--- config.mk ---
export PLATFORM = sky130hd
export DESIGN_NAME = rst_sequencer
export DESIGN_NICKNAME = d
export VERILOG_FILES = /design/src/rtl/rst_seq_pkg.sv /design/src/rtl/port_rst_timer.sv /design/src/rtl/signal_sync.sv /design/src/rtl/rst_sequencer.sv
export SDC_FILE = /design/constraint.sdc
export NUM_CORES = 1
export LEC_CHECK = 0
export ABC_AREA = 1
export ABC_CLOCK_PERIOD_IN_PS = 3600
export CAP_MARGIN = 20
export CELL_PAD_IN_SITES_DETAIL_PLACEMENT = 2
export CELL_PAD_IN_SITES_GLOBAL_PLACEMENT = 2
export CORE_MARGIN = 3
export CORE_UTILIZATION = 40
export DETAILED_ROUTE_END_ITERATION = 8
export PLACE_DENSITY = 0.9
export RECOVER_POWER = 50
export SLEW_MARGIN = 20
export SYNTH_ARGS = -nofsm -noshare
export SYNTH_HDL_FRONTEND = slang
export SYNTH_SLANG_ARGS = --single-unit
--- constraint.sdc ---
create_clock -name clk -period 3.6 [get_ports clk]
set_input_delay 1.08 -clock clk [delete_from_list [all_inputs] [get_ports clk]]
set_output_delay 1.08 -clock clk [all_outputs]
set_load 0.02 [all_outputs]
--- src/rtl/rst_seq_pkg.sv ---
// Shared state encoding and sizing helpers for the reset sequencer.
package rst_seq_pkg;

    localparam int StateW = 3;

    typedef enum logic [StateW-1:0] {
        ST_HOLD     = 3'd0,
        ST_PHY_RST  = 3'd1,
        ST_PHY_WAIT = 3'd2,
        ST_SYS_REL  = 3'd3,
        ST_DP_REL   = 3'd4,
        ST_RUN      = 3'd5
    } state_e;

    // Bits needed to hold a down-counter value of max_cycles-1 (at least one bit).
    function automatic int cnt_width(input int max_cycles);
        if (max_cycles <= 2) begin
            return 1;
        end
        return $clog2(max_cycles);
    endfunction

    function automatic int max_of3(input int a, input int b, input int c);
        int m;
        m = (a > b) ? a : b;
        return (m > c) ? m : c;
    endfunction

endpackage

--- src/rtl/port_rst_timer.sv ---
// Per-port soft-reset timer: busy for exactly Cycles cycles after start, clear aborts.
module port_rst_timer #(
    parameter int Cycles = 8,
    parameter int CntW   = 3
) (
    input  logic clk,
    input  logic rst_n,
    input  logic start_i,
    input  logic clear_i,
    output logic busy_o,
    output logic busy_d_o
);

    logic            busy_q, busy_d;
    logic [CntW-1:0] cnt_q, cnt_d;

    always_comb begin
        busy_d = busy_q;
        cnt_d  = cnt_q;
        if (clear_i) begin
            busy_d = 1'b0;
            cnt_d  = '0;
        end else if (start_i) begin
            busy_d = 1'b1;
            cnt_d  = CntW'(Cycles - 1);
        end else if (busy_q) begin
            if (cnt_q == '0) begin
                busy_d = 1'b0;
            end else begin
                cnt_d = cnt_q - CntW'(1);
            end
        end
    end

    always_ff @(posedge clk or negedge rst_n) begin
        if (!rst_n) begin
            busy_q <= 1'b0;
            cnt_q  <= '0;
        end else begin
            busy_q <= busy_d;
            cnt_q  <= cnt_d;
        end
    end

    assign busy_o   = busy_q;
    // Exposed so the parent can register phy_rst_n on the same edge as busy.
    assign busy_d_o = busy_d;

endmodule

--- src/rtl/signal_sync.sv ---
// Multi-flop synchroniser for a single asynchronous level; resets to 0.
module signal_sync #(
    parameter int Depth = 2
) (
    input  logic clk,
    input  logic rst_n,
    input  logic d_i,
    output logic q_o
);

    logic [Depth-1:0] sync_q;

    always_ff @(posedge clk or negedge rst_n) begin
        if (!rst_n) begin
            sync_q <= '0;
        end else begin
            sync_q <= {sync_q[Depth-2:0], d_i};
        end
    end

    assign q_o = sync_q[Depth-1];

endmodule

--- src/rtl/rst_sequencer.sv ---
// Ordered PHY -> system -> dataplane reset release with global and per-port PHY soft reset.
module rst_sequencer
    import rst_seq_pkg::*;
#(
    parameter int NumPorts       = 2,
    parameter int SyncDepth      = 4,
    parameter int PhyRstCycles   = 1000000,
    parameter int PhyWaitCycles  = 250000,
    parameter int StageGapCycles = 16
) (
    input  logic                clk,
    input  logic                rst_n,
    input  logic                locked_i,
    input  logic                global_rst_req,
    input  logic [NumPorts-1:0] port_rst_req,
    output logic [NumPorts-1:0] phy_rst_n,
    output logic                sys_rst_n,
    output logic                dp_rst_n,
    output logic                ready,
    output logic [NumPorts-1:0] port_busy,
    output logic [StateW-1:0]   state_o
);

    localparam int MaxCycles = max_of3(PhyRstCycles, PhyWaitCycles, StageGapCycles);
    localparam int CntW      = cnt_width(MaxCycles);
    localparam int PortCntW  = cnt_width(PhyRstCycles);

    logic                locked_s;
    state_e              state_q, state_d;
    logic [CntW-1:0]     cnt_q, cnt_d;
    logic                global_go;
    logic                port_clear;
    logic [NumPorts-1:0] port_start;
    logic [NumPorts-1:0] busy_q, busy_d;

    logic [NumPorts-1:0] phy_rst_n_q, phy_rst_n_d;
    logic                sys_rst_n_q, sys_rst_n_d;
    logic                dp_rst_n_q, dp_rst_n_d;
    logic                ready_q, ready_d;

    signal_sync #(
        .Depth(SyncDepth)
    ) u_lock_sync (
        .clk  (clk),
        .rst_n(rst_n),
        .d_i  (locked_i),
        .q_o  (locked_s)
    );

    // Next state: base sequencing first, then global request, then lock loss overrides all.
    always_comb begin
        state_d   = state_q;
        global_go = 1'b0;
        unique case (state_q)
            ST_HOLD:     if (locked_s)      state_d = ST_PHY_RST;
            ST_PHY_RST:  if (cnt_q == '0)   state_d = ST_PHY_WAIT;
            ST_PHY_WAIT: if (cnt_q == '0)   state_d = ST_SYS_REL;
            ST_SYS_REL:  if (cnt_q == '0)   state_d = ST_DP_REL;
            ST_DP_REL:   if (cnt_q == '0)   state_d = ST_RUN;
            ST_RUN:                         state_d = ST_RUN;
            default:                        state_d = ST_HOLD;
        endcase
        if (global_rst_req &&
            (state_q inside {ST_PHY_WAIT, ST_SYS_REL, ST_DP_REL, ST_RUN})) begin
            state_d   = ST_PHY_RST;
            global_go = 1'b1;
        end
        if (!locked_s) begin
            state_d = ST_HOLD;
        end
    end

    always_comb begin
        cnt_d = cnt_q;
        if (state_d != state_q) begin
            unique case (state_d)
                ST_PHY_RST:  cnt_d = CntW'(PhyRstCycles - 1);
                ST_PHY_WAIT: cnt_d = CntW'(PhyWaitCycles - 1);
                ST_SYS_REL:  cnt_d = CntW'(StageGapCycles - 1);
                ST_DP_REL:   cnt_d = CntW'(StageGapCycles - 1);
                default:     cnt_d = '0;
            endcase
        end else if (cnt_q != '0) begin
            cnt_d = cnt_q - CntW'(1);
        end
    end

    always_comb begin
        port_clear = !locked_s || global_go;
        port_start = '0;
        if ((state_q == ST_RUN) && !port_clear) begin
            port_start = port_rst_req & ~busy_q;
        end
    end

    for (genvar i = 0; i < NumPorts; i++) begin : g_port
        port_rst_timer #(
            .Cycles(PhyRstCycles),
            .CntW  (PortCntW)
        ) u_timer (
            .clk     (clk),
            .rst_n   (rst_n),
            .start_i (port_start[i]),
            .clear_i (port_clear),
            .busy_o  (busy_q[i]),
            .busy_d_o(busy_d[i])
        );
    end

    // Outputs are decoded from next state so they switch on the same edge as state_q.
    always_comb begin
        phy_rst_n_d = {NumPorts{state_d inside {ST_PHY_WAIT, ST_SYS_REL, ST_DP_REL, ST_RUN}}}
                      & ~busy_d;
        sys_rst_n_d = state_d inside {ST_SYS_REL, ST_DP_REL, ST_RUN};
        dp_rst_n_d  = state_d inside {ST_DP_REL, ST_RUN};
        ready_d     = (state_d == ST_RUN);
    end

    always_ff @(posedge clk or negedge rst_n) begin
        if (!rst_n) begin
            state_q     <= ST_HOLD;
            cnt_q       <= '0;
            phy_rst_n_q <= '0;
            sys_rst_n_q <= 1'b0;
            dp_rst_n_q  <= 1'b0;
            ready_q     <= 1'b0;
        end else begin
            state_q     <= state_d;
            cnt_q       <= cnt_d;
            phy_rst_n_q <= phy_rst_n_d;
            sys_rst_n_q <= sys_rst_n_d;
            dp_rst_n_q  <= dp_rst_n_d;
            ready_q     <= ready_d;
        end
    end

    assign phy_rst_n = phy_rst_n_q;
    assign sys_rst_n = sys_rst_n_q;
    assign dp_rst_n  = dp_rst_n_q;
    assign ready     = ready_q;
    assign port_busy = busy_q;
    assign state_o   = state_q;

endmodule

==> impl_results.rst <==
.. list-table::
   :header-rows: 1

   * - Metric
     - Value
   * - Number of cells on the worst reg-to-reg path
     - 15
   * - Post-detailed-route count of antenna-violating nets
     - 0
   * - Root buffer cell
     - sky130_fd_sc_hd__clkbuf_8
   * - TritonCTS clock tree
     - yes
   * - Number of resized instances in the post-cts repair step
     - 0
   * - Cell taking the most area after synthesis
     - sky130_fd_sc_hd__dfrtp_1
   * - Clock latency reported for the late side of the worst-skew pair
     - 360 ps
   * - Number of enable flip-flop cells after synthesis
     - 0
   * - Net Count, Synth
     - 539
   * - Number of failing hold endpoints at the final stage
     - 0
   * - Share of synthesized area occupied by flip-flops and latches
     - 43.5%
   * - Grt ovf
     - 0
   * - R2R Path Start
     - cnt_q[0]$_DFFE_PN0P_
   * - Stage delay of the slowest cell on the critical path
     - 450 ps
   * - Die X-Extent
     - 109 um
   * - Top delay family on crit path
     - simple AND/OR/NAND/NOR gates
   * - Number of non-filler instances in the completed layout
     - around 700
   * - Min Hold Slack
     - around 360 ps
   * - Minimum setup slack after placement
     - approximately 420 ps
   * - Power Density
     - about 410 nW/um^2
   * - Synth Cell Area
     - 4260 sq um
   * - Wire length of the first global-routing pass
     - ~23000 um
   * - Sequential Area
     - 1850 sq um
   * - Total length of routed wires
     - approximately 14000 um
   * - Unrepaired setup endpoints after global routing
     - no
   * - Std-Cell Rows
     - 37
   * - ANT cells
     - 0
   * - DRC marker count from the first detailed-route iteration
     - 166
   * - Failing checks
     - capacitance limit, slew limit
   * - Quantity of I/O buffers inserted on ports
     - 15
   * - Last weighted congestion value of the routability-driven placer
     - 0.837
   * - Crit path DAT
     - 3200 ps
   * - Via Count
     - 3886
   * - Routed len/inst
     - 20.6 um
   * - Synthesis warning total
     - 0
   * - Capture instance of the worst register-to-register path
     - cnt_q[1]$_DFFE_PN0P_
   * - Most used standard cells in the synthesized netlist
     - 78 x sky130_fd_sc_hd__inv_1, 74 x sky130_fd_sc_hd__dfrtp_1, 66 x sky130_fd_sc_hd__nand2_1, 64 x sky130_fd_sc_hd__nor2_1, 29 x sky130_fd_sc_hd__a21oi_1
   * - Hold-fix buffer count after cts
     - 0
   * - Comb power frac
     - 13.9%
   * - Die height
     - 109 um
   * - Total count of max-transition violations in the final report
     - 75
   * - CP startpoint
     - global_rst_req
   * - P&R area growth vs syn
     - 10.8%
   * - Max rail drop VDD
     - 0.205 mV
   * - Starting Density
     - 41.3%
   * - Status
     - complete, but fails checks
   * - Layout net count
     - 555
   * - Worst reg2reg setup slack
     - 1010 ps
   * - Clock-pin transition on the worst setup and hold timing paths
     - around 80 ps
   * - Synthesized instance count
     - 530
   * - Cell breakdown of the critical path
     - clkdlybuf4s50_1 -> nand3_2 -> nand2_2 -> inv_4 -> nand4_1 -> inv_2 -> nand2_2 -> a21oi_2 -> nand2_2 -> o22ai_1
   * - Post-CTS Setup Inserts
     - 0
   * - Num CTS Buffers
     - 9
   * - Smallest setup slack after layout
     - about 660 ps
   * - Share of async-settable or async-resettable flops after synthesis
     - 100%
   * - CTS max path bufs
     - 2
   * - Antenna violations before repair
     - 0
   * - F_max
     - 340 MHz
   * - Total chip power
     - between 1.5 and 2 mW
   * - Core Box Area
     - 10300 sq um
   * - Levels on crit path
     - 10
   * - Crit path required time
     - 3860 ps
   * - Multi-input gate area
     - between 1500 and 2000 sq um
   * - Most prevalent standard cell on the critical path
     - sky130_fd_sc_hd__nand2_2
   * - Synthesized flop and latch total
     - 74
   * - H-tree depth
     - 3
   * - Total negative setup slack
     - 0 ps
   * - Final setup fails
     - 0
   * - Share of final-layout standard cells stronger than drive strength 1
     - 10.2%
   * - Fill cells
     - 1174
   * - Post-route minimum period
     - about 2900 ps
   * - Power share of the clock group
     - 39.2%
   * - Sw frac
     - 29.7%
   * - Number of detailed-route iterations in the first pass
     - 4
   * - Prevailing post-synth register cell
     - sky130_fd_sc_hd__dfrtp_1
   * - Clock Skews
     - 12.6 ps
   * - Total cell area at the placement stage
     - 4500 sq um
   * - End point of the critical path
     - g_port[0].u_timer.cnt_q[8]$_DFFE_PN0P_
   * - Critical path class
     - input pin to flip-flop
   * - Worst hold path type
     - flip-flop to flip-flop
   * - I/O pin cnt
     - 16
   * - Area of all placed cells without fillers
     - 4720 sq um
   * - Maximum fanout along the worst path
     - 12
   * - Vias per cell
     - 5.66
   * - Total global routing track utilization
     - 25.3%
   * - Pin count of the biggest net entering global routing
     - 75
   * - Number of remaining DRC errors
     - 0
   * - Buffers and inverters on the worst path
     - 3
   * - Hpwl dp
     - 9300 um
   * - Worst slew margin
     - -29.6%
   * - Clk sinks
     - 74
   * - Vias in the first global route
     - roughly 4.4k
   * - Instance count after placement with tap cells included
     - 671
   * - Internal power contribution
     - 1.37 mW
   * - Slowest cell on the critical path
     - sky130_fd_sc_hd__a21oi_2
   * - Cells taking the most area after synthesis
     - sky130_fd_sc_hd__dfrtp_1 43%, sky130_fd_sc_hd__inv_1 6.9%, sky130_fd_sc_hd__nand2_1 5.8%
   * - Sw Pwr
     - around 580 uW
   * - Mean instance size in the synthesized netlist
     - 8.04 sq um
   * - Yosys top cell area share
     - 43.5%
   * - Count of unique library cells instantiated by Yosys
     - 40
   * - Tightest Pin Transition
     - 1940 ps
   * - Core Util, Final
     - between 40% and 50%
   * - Total of max-cap violations
     - 1
   * - Startpoint class of the critical path
     - input pin
   * - Element type at the critical path end
     - flip-flop
   * - Part of the cycle the worst path needs
     - around four fifths
   * - Count leader, synth
     - sky130_fd_sc_hd__inv_1
   * - Area enclosed by the die boundary
     - around 12000 sq um
   * - Part of the total power dissipated in sequential elements
     - 46.8%
   * - Static leakage power
     - 2.39 nW
registers in the layout, indices dropped and copies added (netlist names):
register and count:
g_port.u_timer.cnt_q 40, cnt_q 20, u_lock_sync.sync_q 4, state_o 3, g_port.u_timer.busy_o 2, phy_rst_n 2, dp_rst_n 1, ready 1
sys_rst_n 1
layer usage:
| layer | share of wire [%] | up-vias | track usage (%) |
|---|---|---|---|
| met5 | 0 | - | 0 |
| met4 | 2.1 | 0 | 8.90 |
| met3 | 1.9 | 29 | 3.49 |
| met2 | 52 | 53 | 45.6 |
| met1 | 44 | 2011 | 30.8 |
| li1 | - | 1793 | - |
how the worst min path moves through the flow:
stage / start / endpoint / slack (ps) / cells past startpoint
3_3_place_gp: u_lock_sync.sync_q[0]$_DFF_PN0_ / u_lock_sync.sync_q[1]$_DFF_PN0_ / 330 / 0
2_1_floorplan: u_lock_sync.sync_q[0]$_DFF_PN0_ / u_lock_sync.sync_q[1]$_DFF_PN0_ / 330 / 0
4_1_cts: u_lock_sync.sync_q[0]$_DFF_PN0_ / u_lock_sync.sync_q[1]$_DFF_PN0_ / 370 / 0
5_1_grt: u_lock_sync.sync_q[0]$_DFF_PN0_ / u_lock_sync.sync_q[1]$_DFF_PN0_ / 370 / 0
3_5_place_dp: u_lock_sync.sync_q[0]$_DFF_PN0_ / u_lock_sync.sync_q[1]$_DFF_PN0_ / 350 / 0
6_report: u_lock_sync.sync_q[0]$_DFF_PN0_ / u_lock_sync.sync_q[1]$_DFF_PN0_ / 360 / 0
layout by cell type, fill, tap and decap left out, types with 2 or more instances in the layout:
| cell | netlist | routed |
|---|---|---|
| sky130_fd_sc_hd__a211oi_1 | 3 | 3 |
| sky130_fd_sc_hd__or2_2 | 2 | 2 |
| sky130_fd_sc_hd__clkinvlp_4 | 0 | 2 |
| sky130_fd_sc_hd__clkdlybuf4s50_1 | 0 | 13 |
| sky130_fd_sc_hd__o31ai_1 | 3 | 3 |
| sky130_fd_sc_hd__inv_1 | 78 | 78 |
| sky130_fd_sc_hd__inv_2 | 4 | 4 |
| sky130_fd_sc_hd__nor4_1 | 3 | 3 |
| sky130_fd_sc_hd__dfrtp_1 | 74 | 74 |
| sky130_fd_sc_hd__nand2_2 | 10 | 10 |
| sky130_fd_sc_hd__a21oi_1 | 29 | 30 |
| sky130_fd_sc_hd__nand3_2 | 3 | 3 |
| sky130_fd_sc_hd__nand3_4 | 3 | 3 |
| sky130_fd_sc_hd__o21ai_1 | 20 | 20 |
| sky130_fd_sc_hd__nor2_4 | 2 | 2 |
| sky130_fd_sc_hd__nor2_2 | 3 | 3 |
| sky130_fd_sc_hd__o2111ai_1 | 2 | 2 |
| sky130_fd_sc_hd__o21ai_0 | 20 | 20 |
| sky130_fd_sc_hd__ha_1 | 3 | 3 |
| sky130_fd_sc_hd__nand2_1 | 66 | 66 |
| sky130_fd_sc_hd__clkbuf_8 | 0 | 10 |
| sky130_fd_sc_hd__o22ai_1 | 20 | 20 |
| sky130_fd_sc_hd__o32ai_1 | 3 | 3 |
| sky130_fd_sc_hd__nor3_1 | 14 | 14 |
| sky130_fd_sc_hd__nand4_1 | 22 | 22 |
| sky130_fd_sc_hd__bufinv_16 | 0 | 2 |
| sky130_fd_sc_hd__buf_4 | 5 | 4 |
| sky130_fd_sc_hd__nand2_4 | 3 | 3 |
| sky130_fd_sc_hd__nand3_1 | 27 | 27 |
| sky130_fd_sc_hd__xor2_1 | 24 | 24 |
| sky130_fd_sc_hd__nor2_1 | 64 | 64 |
cell families (layout without fill, tap and decap cells):
logic type,Yosys count,after routing,share of synthesized area [%]
XOR/XNOR,25,25,5.14
flip-flops,74,74,43.5
buffers and inverters,97,118,9.87
AO/OA/AOI/OAI,105,105,14.1
adder cells (fa/ha/maj),3,3,0.881
AND/OR/NAND/NOR,226,226,26.5
layout make-up:
class | instances | share of cell area [%]
Clock buffer | 10 | 2.92
Inverter | 83 | 6.65
Clock inverter | 6 | 1.88
Tap cell | 136 | 3.60
Sequential cell | 74 | 39.2
Timing Repair Buffer | 19 | 3.71
Multi-Input combinational cell | 359 | 42.0
power by group through the flow:
stage	logic, mW	registers [mW]	clock network [mW]
finish	0.272	0.914	0.766
global route	0.303	0.920	0.819
CTS	0.275	0.913	0.782
detailed placement	0.264	0.929	0
global placement	0.246	0.925	0
floorplan	0.189	0.919	0
(Power assumes the default switching activity.)
